[src/rtl/sfp_link_mgr_pkg.sv]
// Shared types and constants for the SFP+ link supervisor.
package sfp_link_mgr_pkg;

  typedef enum logic [2:0] {
    DISABLED  = 3'd0,
    WAIT_PLL  = 3'd1,
    RESET     = 3'd2,
    WAIT_LINK = 3'd3,
    UP        = 3'd4
  } link_state_t;

  localparam logic [7:0]  XGMII_SEQ = 8'h9C;
  localparam logic [23:0] LF_CODE   = 24'h010000;
  localparam logic [23:0] RF_CODE   = 24'h020000;

  // True when either XGMII column (lane 0 or lane 4) carries the given sequence ordered set.
  function automatic logic seq_match(input logic [63:0] rxd, input logic [7:0] rxc,
                                     input logic [23:0] code);
    logic lane0;
    logic lane4;
    lane0 = rxc[0] && (rxd[7:0] == XGMII_SEQ) && (rxd[31:8] == code);
    lane4 = rxc[4] && (rxd[39:32] == XGMII_SEQ) && (rxd[63:40] == code);
    return lane0 || lane4;
  endfunction

endpackage

[src/rtl/sfp_link_mgr_fsm.sv]
// One port's link supervisor: fault decode, bring-up/qualify FSM and link-down counter.
module sfp_link_fsm
  import sfp_link_mgr_pkg::*;
#(
  parameter int RESET_CYCLES   = 256,
  parameter int LINK_OK_CYCLES = 1024,
  parameter int FAULT_CYCLES   = 4,
  parameter int LINK_TIMEOUT   = 1048576,
  parameter int CNT_W          = 16
) (
  input  logic             clk,
  input  logic             rst_n,
  input  logic             qplllock,
  input  logic             reset_counter_done,
  input  logic             sfp_absent,
  input  logic             sfp_tx_fault,
  input  logic [63:0]      xgmii_rxd,
  input  logic [7:0]       xgmii_rxc,
  output logic             sfp_tx_disable,
  output logic             port_rst,
  output logic             link_up,
  output logic             remote_fault,
  output logic [CNT_W-1:0] link_down_count
);

  // One phase counter serves RESET (hold length), WAIT_LINK (clean run) and UP (fault run).
  localparam int PH_MAX0 = (RESET_CYCLES > LINK_OK_CYCLES) ? RESET_CYCLES : LINK_OK_CYCLES;
  localparam int PH_MAX  = (PH_MAX0 > FAULT_CYCLES) ? PH_MAX0 : FAULT_CYCLES;
  localparam int CW      = $clog2(PH_MAX) + 1;
  localparam int TW      = $clog2(LINK_TIMEOUT) + 1;

  localparam logic [CW-1:0] RST_LAST = CW'(RESET_CYCLES - 1);
  localparam logic [CW-1:0] OK_LAST  = CW'(LINK_OK_CYCLES - 1);
  localparam logic [CW-1:0] FLT_LAST = CW'(FAULT_CYCLES - 1);
  localparam logic [TW-1:0] TO_LAST  = TW'(LINK_TIMEOUT - 1);

  link_state_t      state_reg, state_next;
  logic [CW-1:0]    ph_cnt_reg, ph_cnt_next;
  logic [TW-1:0]    to_cnt_reg, to_cnt_next;
  logic             fault_reg, rf_reg;
  logic             tx_dis_reg, tx_dis_next;
  logic             rst_reg, rst_next;
  logic             up_reg, up_next;
  logic [CNT_W-1:0] dn_cnt_reg, dn_cnt_next;

  // State, counters, registered fault decode and registered outputs.
  always_ff @(posedge clk or negedge rst_n) begin
    if (!rst_n) begin
      state_reg  <= DISABLED;
      ph_cnt_reg <= '0;
      to_cnt_reg <= '0;
      fault_reg  <= 1'b0;
      rf_reg     <= 1'b0;
      tx_dis_reg <= 1'b1;
      rst_reg    <= 1'b1;
      up_reg     <= 1'b0;
      dn_cnt_reg <= '0;
    end else begin
      state_reg  <= state_next;
      ph_cnt_reg <= ph_cnt_next;
      to_cnt_reg <= to_cnt_next;
      fault_reg  <= seq_match(xgmii_rxd, xgmii_rxc, LF_CODE) ||
                    seq_match(xgmii_rxd, xgmii_rxc, RF_CODE);
      rf_reg     <= seq_match(xgmii_rxd, xgmii_rxc, RF_CODE);
      tx_dis_reg <= tx_dis_next;
      rst_reg    <= rst_next;
      up_reg     <= up_next;
      dn_cnt_reg <= dn_cnt_next;
    end
  end

  // Next state and counter updates; module presence/tx_fault override PLL loss, which overrides the rest.
  always_comb begin
    state_next  = state_reg;
    ph_cnt_next = ph_cnt_reg;
    to_cnt_next = '0;
    case (state_reg)
      DISABLED: begin
        state_next = WAIT_PLL;
      end
      WAIT_PLL: begin
        if (qplllock && reset_counter_done) state_next = RESET;
      end
      RESET: begin
        if (ph_cnt_reg == RST_LAST) state_next = WAIT_LINK;
        else ph_cnt_next = ph_cnt_reg + 1'b1;
      end
      WAIT_LINK: begin
        to_cnt_next = to_cnt_reg + 1'b1;
        if (fault_reg) ph_cnt_next = '0;
        else if (ph_cnt_reg == OK_LAST) state_next = UP;
        else ph_cnt_next = ph_cnt_reg + 1'b1;
        if (state_next == WAIT_LINK && to_cnt_reg == TO_LAST) state_next = RESET;
      end
      UP: begin
        if (!fault_reg) ph_cnt_next = '0;
        else if (ph_cnt_reg == FLT_LAST) state_next = WAIT_LINK;
        else ph_cnt_next = ph_cnt_reg + 1'b1;
      end
      default: begin
        state_next = DISABLED;
      end
    endcase
    if (!qplllock && (state_reg inside {RESET, WAIT_LINK, UP})) state_next = WAIT_PLL;
    if (sfp_absent || sfp_tx_fault) state_next = DISABLED;
    if (state_next != state_reg) begin
      ph_cnt_next = '0;
      to_cnt_next = '0;
    end
  end

  // Output values for the state being entered, so the output registers move with the state.
  always_comb begin
    tx_dis_next = (state_next == DISABLED);
    rst_next    = (state_next inside {DISABLED, WAIT_PLL, RESET});
    up_next     = (state_next == UP);
    dn_cnt_next = dn_cnt_reg;
    if (state_reg == UP && state_next != UP && dn_cnt_reg != '1) dn_cnt_next = dn_cnt_reg + 1'b1;
  end

  assign sfp_tx_disable  = tx_dis_reg;
  assign port_rst        = rst_reg;
  assign link_up         = up_reg;
  assign remote_fault    = rf_reg;
  assign link_down_count = dn_cnt_reg;

endmodule

[src/rtl/sfp_link_mgr.sv]
// Multi-port SFP+ link supervisor: one independent sfp_link_fsm per port, shared PLL status fanned out.
module sfp_link_mgr
  import sfp_link_mgr_pkg::*;
#(
  parameter int PORTS          = 2,
  parameter int RESET_CYCLES   = 256,
  parameter int LINK_OK_CYCLES = 1024,
  parameter int FAULT_CYCLES   = 4,
  parameter int LINK_TIMEOUT   = 1048576,
  parameter int CNT_W          = 16
) (
  input  logic                   clk,
  input  logic                   rst_n,
  input  logic                   qplllock,
  input  logic                   reset_counter_done,
  input  logic [PORTS-1:0]       sfp_absent,
  input  logic [PORTS-1:0]       sfp_tx_fault,
  input  logic [PORTS*64-1:0]    xgmii_rxd,
  input  logic [PORTS*8-1:0]     xgmii_rxc,
  output logic [PORTS-1:0]       sfp_tx_disable,
  output logic [PORTS-1:0]       port_rst,
  output logic [PORTS-1:0]       link_up,
  output logic [PORTS-1:0]       remote_fault,
  output logic [PORTS*CNT_W-1:0] link_down_count
);

  for (genvar gi = 0; gi < PORTS; gi++) begin : g_port
    sfp_link_fsm #(
      .RESET_CYCLES   (RESET_CYCLES),
      .LINK_OK_CYCLES (LINK_OK_CYCLES),
      .FAULT_CYCLES   (FAULT_CYCLES),
      .LINK_TIMEOUT   (LINK_TIMEOUT),
      .CNT_W          (CNT_W)
    ) u_fsm (
      .clk                (clk),
      .rst_n              (rst_n),
      .qplllock           (qplllock),
      .reset_counter_done (reset_counter_done),
      .sfp_absent         (sfp_absent[gi]),
      .sfp_tx_fault       (sfp_tx_fault[gi]),
      .xgmii_rxd          (xgmii_rxd[64*gi +: 64]),
      .xgmii_rxc          (xgmii_rxc[8*gi +: 8]),
      .sfp_tx_disable     (sfp_tx_disable[gi]),
      .port_rst           (port_rst[gi]),
      .link_up            (link_up[gi]),
      .remote_fault       (remote_fault[gi]),
      .link_down_count    (link_down_count[CNT_W*gi +: CNT_W])
    );
  end

endmodule

[config.mk]
export PLATFORM = sky130hd
export DESIGN_NAME = sfp_link_mgr
export DESIGN_NICKNAME = d
export VERILOG_FILES = /design/src/rtl/sfp_link_mgr_pkg.sv /design/src/rtl/sfp_link_mgr_fsm.sv /design/src/rtl/sfp_link_mgr.sv
export SDC_FILE = /design/constraint.sdc
export NUM_CORES = 1
export LEC_CHECK = 0
export ABC_AREA = 1
export CORE_AREA = 2 2 132 147
export DETAILED_ROUTE_END_ITERATION = 8
export DIE_AREA = 0 0 134 149
export DONT_BUFFER_PORTS = 1
export MAX_ROUTING_LAYER = met4
export SKIP_CTS_REPAIR_TIMING = 1
export SLEW_MARGIN = 0
export SYNTH_ARGS = -nofsm -noshare
export SYNTH_HDL_FRONTEND = slang
export SYNTH_HIERARCHICAL = 1
export SYNTH_SLANG_ARGS = --single-unit
[constraint.sdc]
create_clock -name clk -period 4.3 [get_ports clk]
set_clock_uncertainty 0.2 [all_clocks]
set_input_delay 0.86 -clock clk [delete_from_list [all_inputs] [get_ports clk]]
set_output_delay 0.86 -clock clk [all_outputs]
set_load 0.02 [all_outputs]
==> Yosys cells after proc, flatten, opt, wreduce, memory -nomap -nowiden <==
Cells that the tools add are included.
{ "word_totals": {"register_bits": 112, "latch_bits": 0, "ramBits": 0, "mem_bits_ro": 0, "input_bits": 152, "word_cells": 154, "memories": 0} }
{ "op_classes": {"add_sub_neg": 6, "mul": 0, "div_mod_pow": 0, "n_lt_le_gt_ge": 0, "n_eq_ne": 48, "n_shift": 0, "mux": 40, "bitwise_logic": 0, "n_reduce_logical": 42} }
{ "op_table": {"columns": ["op", "count"], "rows": [
  ["11-bit 2-to-1 mux", 12],
  ["24-bit by 17-bit == test with 1-bit output (second input constant)", 4],
  ["24-bit by 18-bit == test with 1-bit output (second input constant)", 4],
  ["21-bit 2-to-1 mux", 4],
  ["11-bit case mux with 3 select lines", 2],
  ["3-bit 2-to-1 mux", 20],
  ["21-bit by 1-bit adder with 21-bit output (second input constant)", 2],
  ["21-bit by 20-bit == test with 1-bit output (second input constant)", 2],
  ["16-bit by 1-bit adder with 16-bit output (second input constant)", 2],
  ["8-bit == test (second input constant)", 4],
  ["16-bit != test (second input constant)", 2],
  ["3-bit case mux with 5 select lines", 2],
  ["3-bit by 2-bit == test with 1-bit output (second input constant)", 8],
  ["11-bit by 1-bit adder with 11-bit output (second input constant)", 2],
  ["11-bit by 10-bit == test with 1-bit output (second input constant)", 2],
  ["11-bit by 2-bit == test with 1-bit output (second input constant)", 2],
  ["11-bit by 8-bit == test with 1-bit output (second input constant)", 2],
  ["1-bit logical AND", 21],
  ["3-bit by 1-bit == test with 1-bit output (second input constant)", 4],
  ["3-bit == test (second input constant)", 4],
  ["3-bit logical NOT", 4],
  ["3-bit != test (second input constant)", 4],
  ["3-bit nonzero test", 4],
  ["1-bit logical OR", 8],
  ["6 further kinds", 11]
]} }

==> Depth between registers and ports, before layout <==
{ "logic_depth": {"word_depth": 13, "ltp_mapped": 14, "ltp_nobuf": 13} }

==> By module <==
The synthesis kept the hierarchy.
{ "modules_own_cells": {"columns": ["mod", "n_inst", "cells_per_inst", "area_per_inst_um2", "seq_area_each_um2"], "rows": [
  ["sfp_link_fsm", 2, 499, 3644.7, 1403.8]
]} }

==> Worst setup path before layout <==
No wires, ideal clock.
{ "synth_path": {"kind": "input to register", "start": "input sfp_tx_fault[0]", "end": "register g_port[0].u_fsm.to_cnt_reg[2]", "setup_time_ps": 69, "t_arrival_ps": 1959, "required_time_ps": 4031, "setup_slack_ps": 2072, "path_stages": 10, "path_buffers": 1, "path_cell_list": "nor2_1 nand2_1 nor2_2 nand2_1 nand2_1 nand2_1 nor2_2 nand3_4 buf_6 nor2_2"} }
{ "synth_via": {"elab_chain_cells": 4} }
{ "synth_rtl": {"columns": ["element", "line_no", "rtl"], "rows": [
  ["from (decl)", "sfp_link_mgr.sv:17", "input logic [PORTS-1:0] sfp_tx_fault,"],
  ["1-bit logical OR", "sfp_link_mgr_fsm.sv:105", "if (sfp_absent || sfp_tx_fault) state_next = DISABLED;"],
  ["3-bit 2-to-1 mux", "sfp_link_mgr_fsm.sv:105", null],
  ["3-bit != test", "sfp_link_mgr_fsm.sv:106", "if (state_next != state_reg) begin"],
  ["21-bit 2-to-1 mux", "sfp_link_mgr_fsm.sv:106", null],
  ["via g_port[0].u_fsm.to_cnt_next[2]", "sfp_link_mgr_fsm.sv:39", "logic [TW-1:0] to_cnt_reg, to_cnt_next;"],
  ["to (signal assigned)", "sfp_link_mgr_fsm.sv:61", "to_cnt_reg <= to_cnt_next;"],
  ["to (decl)", "sfp_link_mgr_fsm.sv:39", null]
]} }
The timed path passes the listed nets, and every way through them passes these cells.
A chain may end at the register's enable or synchronous reset.

==> Worst setup path after layout <==
{ "layout_path": {"start": "register g_port[1].u_fsm.state_reg[2]", "end": "register g_port[1].u_fsm.to_cnt_reg[20]"} }
{ "layout_via": {"elab_chain_cells": 11, "elab_cells_between_ends": 23} }
{ "layout_rtl": {"columns": ["element", "line_no", "rtl"], "rows": [
  ["from (decl)", "sfp_link_mgr_fsm.sv:37", "link_state_t state_reg, state_next;"],
  ["from (signal assigned)", "sfp_link_mgr_fsm.sv:59", "state_reg <= state_next;"],
  ["3-bit 2-to-1 mux", "sfp_link_mgr_fsm.sv:91", "else if (ph_cnt_reg == OK_LAST) state_next = UP;"],
  ["3-bit 2-to-1 mux", "sfp_link_mgr_fsm.sv:90", "if (fault_reg) ph_cnt_next = '0;"],
  ["3-bit 2-to-1 mux", "sfp_link_mgr_fsm.sv:77", "case (state_reg)"],
  ["3-bit by 2-bit == test with 1-bit output", "sfp_link_mgr_fsm.sv:93", "if (state_next == WAIT_LINK && to_cnt_reg == TO_LAST) state_next = RESET;"],
  ["1-bit logical AND", "sfp_link_mgr_fsm.sv:93", null],
  ["3-bit 2-to-1 mux", "sfp_link_mgr_fsm.sv:93", null],
  ["3-bit case mux with 5 select lines", "sfp_link_mgr_fsm.sv:77", null],
  ["3-bit 2-to-1 mux", "sfp_link_mgr_fsm.sv:104", "if (!qplllock && (state_reg inside {RESET, WAIT_LINK, UP})) state_next = WAIT_PLL;"],
  ["3-bit 2-to-1 mux", "sfp_link_mgr_fsm.sv:105", null],
  ["3-bit != test", "sfp_link_mgr_fsm.sv:106", null],
  ["21-bit 2-to-1 mux (*)", "sfp_link_mgr_fsm.sv:106", null],
  ["via g_port[1].u_fsm.to_cnt_next[20]", "sfp_link_mgr_fsm.sv:39", null],
  ["to (signal assigned)", "sfp_link_mgr_fsm.sv:61", null],
  ["to (decl)", "sfp_link_mgr_fsm.sv:39", null]
]} }
The timed path passes the listed nets; every way through them passes the cells marked *. The select of a mux whose other input is x is not followed.

==> flow_summary_export.csv <==
group,metric,value,unit
route,drc,0,
synthesis,synth_area,7290,µm²
grt,grt-ovfl-total,0,
critical_path,cp_max_fo,32,
critical_path,cp_top_family,"simple AND/OR/NAND/NOR gates",
place,portBuffers,0,
critical_path,r2r-end,"g_port[1].u_fsm/to_cnt_reg[20]",
route,drt.antenna.violating_nets,0,
run_status,status,"finished clean",
hold_path,hold_path_class,"input pin to asynchronous set/reset pin",
finish,mostFrequentLayoutCell,"nand2_1",
sta,hold_violations,0,
finish,drive_gt1_share,14.6,%
floorplanning,num_rows,53,
route,routed_wirelength,15900,µm
run,cap_violations,0,
sta,setup_viol,0,
floorplanning,core,18600,µm²
synthesis,ys_warn_count,6,
finish,largest_reg_flops,42,
critical_path,cp_num_buf_inv,1,
sta,rsz0062_at_grt,"false",
grt,grt_max_degree,113,
critical_path,endpoint_kind,"register",
finish,final_cells,1247,
sta,max_freq,0.352,GHz
power,p_leak,3.34,nW
synthesis,yosysTopAreaCellShare,37.1,%
synthesis,synth.distinct_cells,33,
synthesis,yosysSeqAreaShare,38.5,%
place,placed_cells,1231,
sta,fin_crit_sh,66.0,%
clock_tree,cts-root-buf,"clkbuf_16",
route,via_per_inst,4.97,
finish,final_cell_mix,"nand2_1 (238), inv_1 (122), nor2_1 (112)",
critical_path,worstReg2RegStart,"g_port[1].u_fsm/state_reg[2]",
synthesis,async_flop_share,100,%
route,drtIter0Drc,284,
finish,layout.nets,1154,
power,p_per_area,251,nW/µm²
clock_tree,tritoncts,"done",
synthesis,syn-num-nets,1156,
clock_tree,clkSinkCount,112,
finish,area_growth,6.85,%
critical_path,rr_worst_depth,11,
clock_tree,clock_path_buffers,2,
critical_path,r2r_slack,1.46,ns
clock_tree,clk_pin_slew,0.07,ns
sta,tightest_slew,0.745,ns
sta,fin_crit,2.84,ns
grt,antenna_found_initial,0,
floorplanning,ios,192,
route,drt_pre_antenna_iters,6,
grt,grt_pass1_wl,26400,µm
sta,tns,0,ns
clock_tree,clock_latency,0.36,ns
critical_path,cp_common_cell,"nand2_1",
critical_path,cp-start-kind,"register",
place,dpl.hpwl,11500,µm
place,gp_congestion,0.858,
critical_path,crit_slowest_cell,"nand3_4",
synthesis,post-synth-top-area-cell,"dfrtp_1",
route,wl_per_cell,12.7,µm
grt,grt_pass1_vias,5770,
synthesis,synth_seq_cells,112,
sta,drv_slew,0,
synthesis,ys.flop_type,"dfrtp_1",
synthesis,syn_avg_cell_area,7.30,µm²
critical_path,critical_path.cell_chain,"nor2_2 > inv_1 > nor2_4 > nand2_1 > nand3_1 > nand2_1 > nand2_1 > nand2_1 > nor2_2 > nand3_4 > nor2_2",
critical_path,critPathRequiredTime,4.37,ns
floorplanning,start_util,39.1,%
critical_path,cp.depth,11,
power,ir_worst_vdd,0.000196,V
synthesis,synth_area_leaders,"dfrtp_1 (37%), nand2_1 (12%), inv_1 (6.3%), nor2_2 (5.8%), nor2_1 (5.8%)",
finish,fillerInstances,1912,
critical_path,arrival,2.91,ns
clock_tree,numCtsBuffers,9,
floorplanning,die_h,149,µm
critical_path,slowest_delay,0.47,ns
floorplanning,die_width,134,µm
synthesis,synth-edff-count,0,
grt,grtUsageTotal,16.5,%
clock_tree,h-tree-depth,3,
critical_path,worstSetupPathType,"register to register",
floorplanning,die-area,20000,µm²
synthesis,synth_cells,998,
finish,antenna_cells,0,
route,via_count,6192,
sta,max_slew_margin,50.1,%
-- power breakdown --
group,total [mW],switching (mW),internal [mW]
clock network,0.793,0.400,0.392
registers,1.06,0.00422,1.06
logic,0.0978,0.0775,0.0203
-- metal layers --
layer  vias to the layer above  track usage [%]  wire length, µm
met3                        11             2.79              469
met1                      2883             21.4             7730
li1                       3187                -                -
met2                       111             26.7             7510
met4                         0             4.63              174
met5                         -                -                0
-- synthesized netlist by cell type (16+ instances only) --
library cell	instances
nand2_1	238
inv_1	122
nor2_1	112
dfrtp_1	108
nand3_1	78
nor2_2	68
nor3_1	40
xor2_1	30
nor4_1	28
o21ai_0	26
nand4_1	20
a21oi_1	16
-- final cells by class --
type / instances / area, µm² / share of cell area [%]
clock buffers: 9 / 225 / 2.89
clock inverters: 6 / 47.5 / 0.610
inverters: 130 / 488 / 6.27
multi-input cells: 742 / 3880 / 49.9
flip-flops and latches: 112 / 2810 / 36.0
well taps: 247 / 309 / 3.97
repair buffers: 1 / 27.5 / 0.353
-- metrics by stage --
stage | hold slack (ns) | area, µm² | power, mW | setup slack (ns) | utilization (%)
floorplan | 0.344 | 7290 | 1.16 | 2.07 | -
global placement | 0.367 | 7490 | 1.16 | 1.47 | 40.2
detailed placement | 0.368 | 7490 | 1.16 | 1.41 | 40.2
CTS | -0.0251 | 7760 | 1.97 | 1.42 | 41.7
global route | 0.120 | 7790 | 2.04 | 1.17 | 41.8
finish | 0.142 | 7790 | 1.95 | 1.46 | 41.8
-- worst max path at each step --
stage	endpoint	slack, ns	from
detailed placement	g_port[0].u_fsm/ph_cnt_reg[0]	1.41	sfp_tx_fault[0]
global placement	g_port[1].u_fsm/ph_cnt_reg[1]	1.47	sfp_tx_fault[1]
floorplan	g_port[0].u_fsm/to_cnt_reg[2]	2.07	sfp_tx_fault[0]
global route	g_port[0].u_fsm/ph_cnt_reg[1]	1.17	g_port[0].u_fsm/state_reg[2]
CTS	g_port[1].u_fsm/ph_cnt_reg[3]	1.42	g_port[1].u_fsm/state_reg[2]
finish	g_port[1].u_fsm/to_cnt_reg[20]	1.46	g_port[1].u_fsm/state_reg[2]
-- kinds of logic after synthesis --
logic type                 after synthesis  synth area share (%)
adders and majority gates                6                  1.03
AOI/OAI and AO/OA                       54                  4.12
buffers and inverters                  144                  8.20
and+or+nand+nor                        638                  42.8
DFF                                    112                  38.5
xor gates and xnor gates                44                  5.29
(Power assumes the default switching activity.)
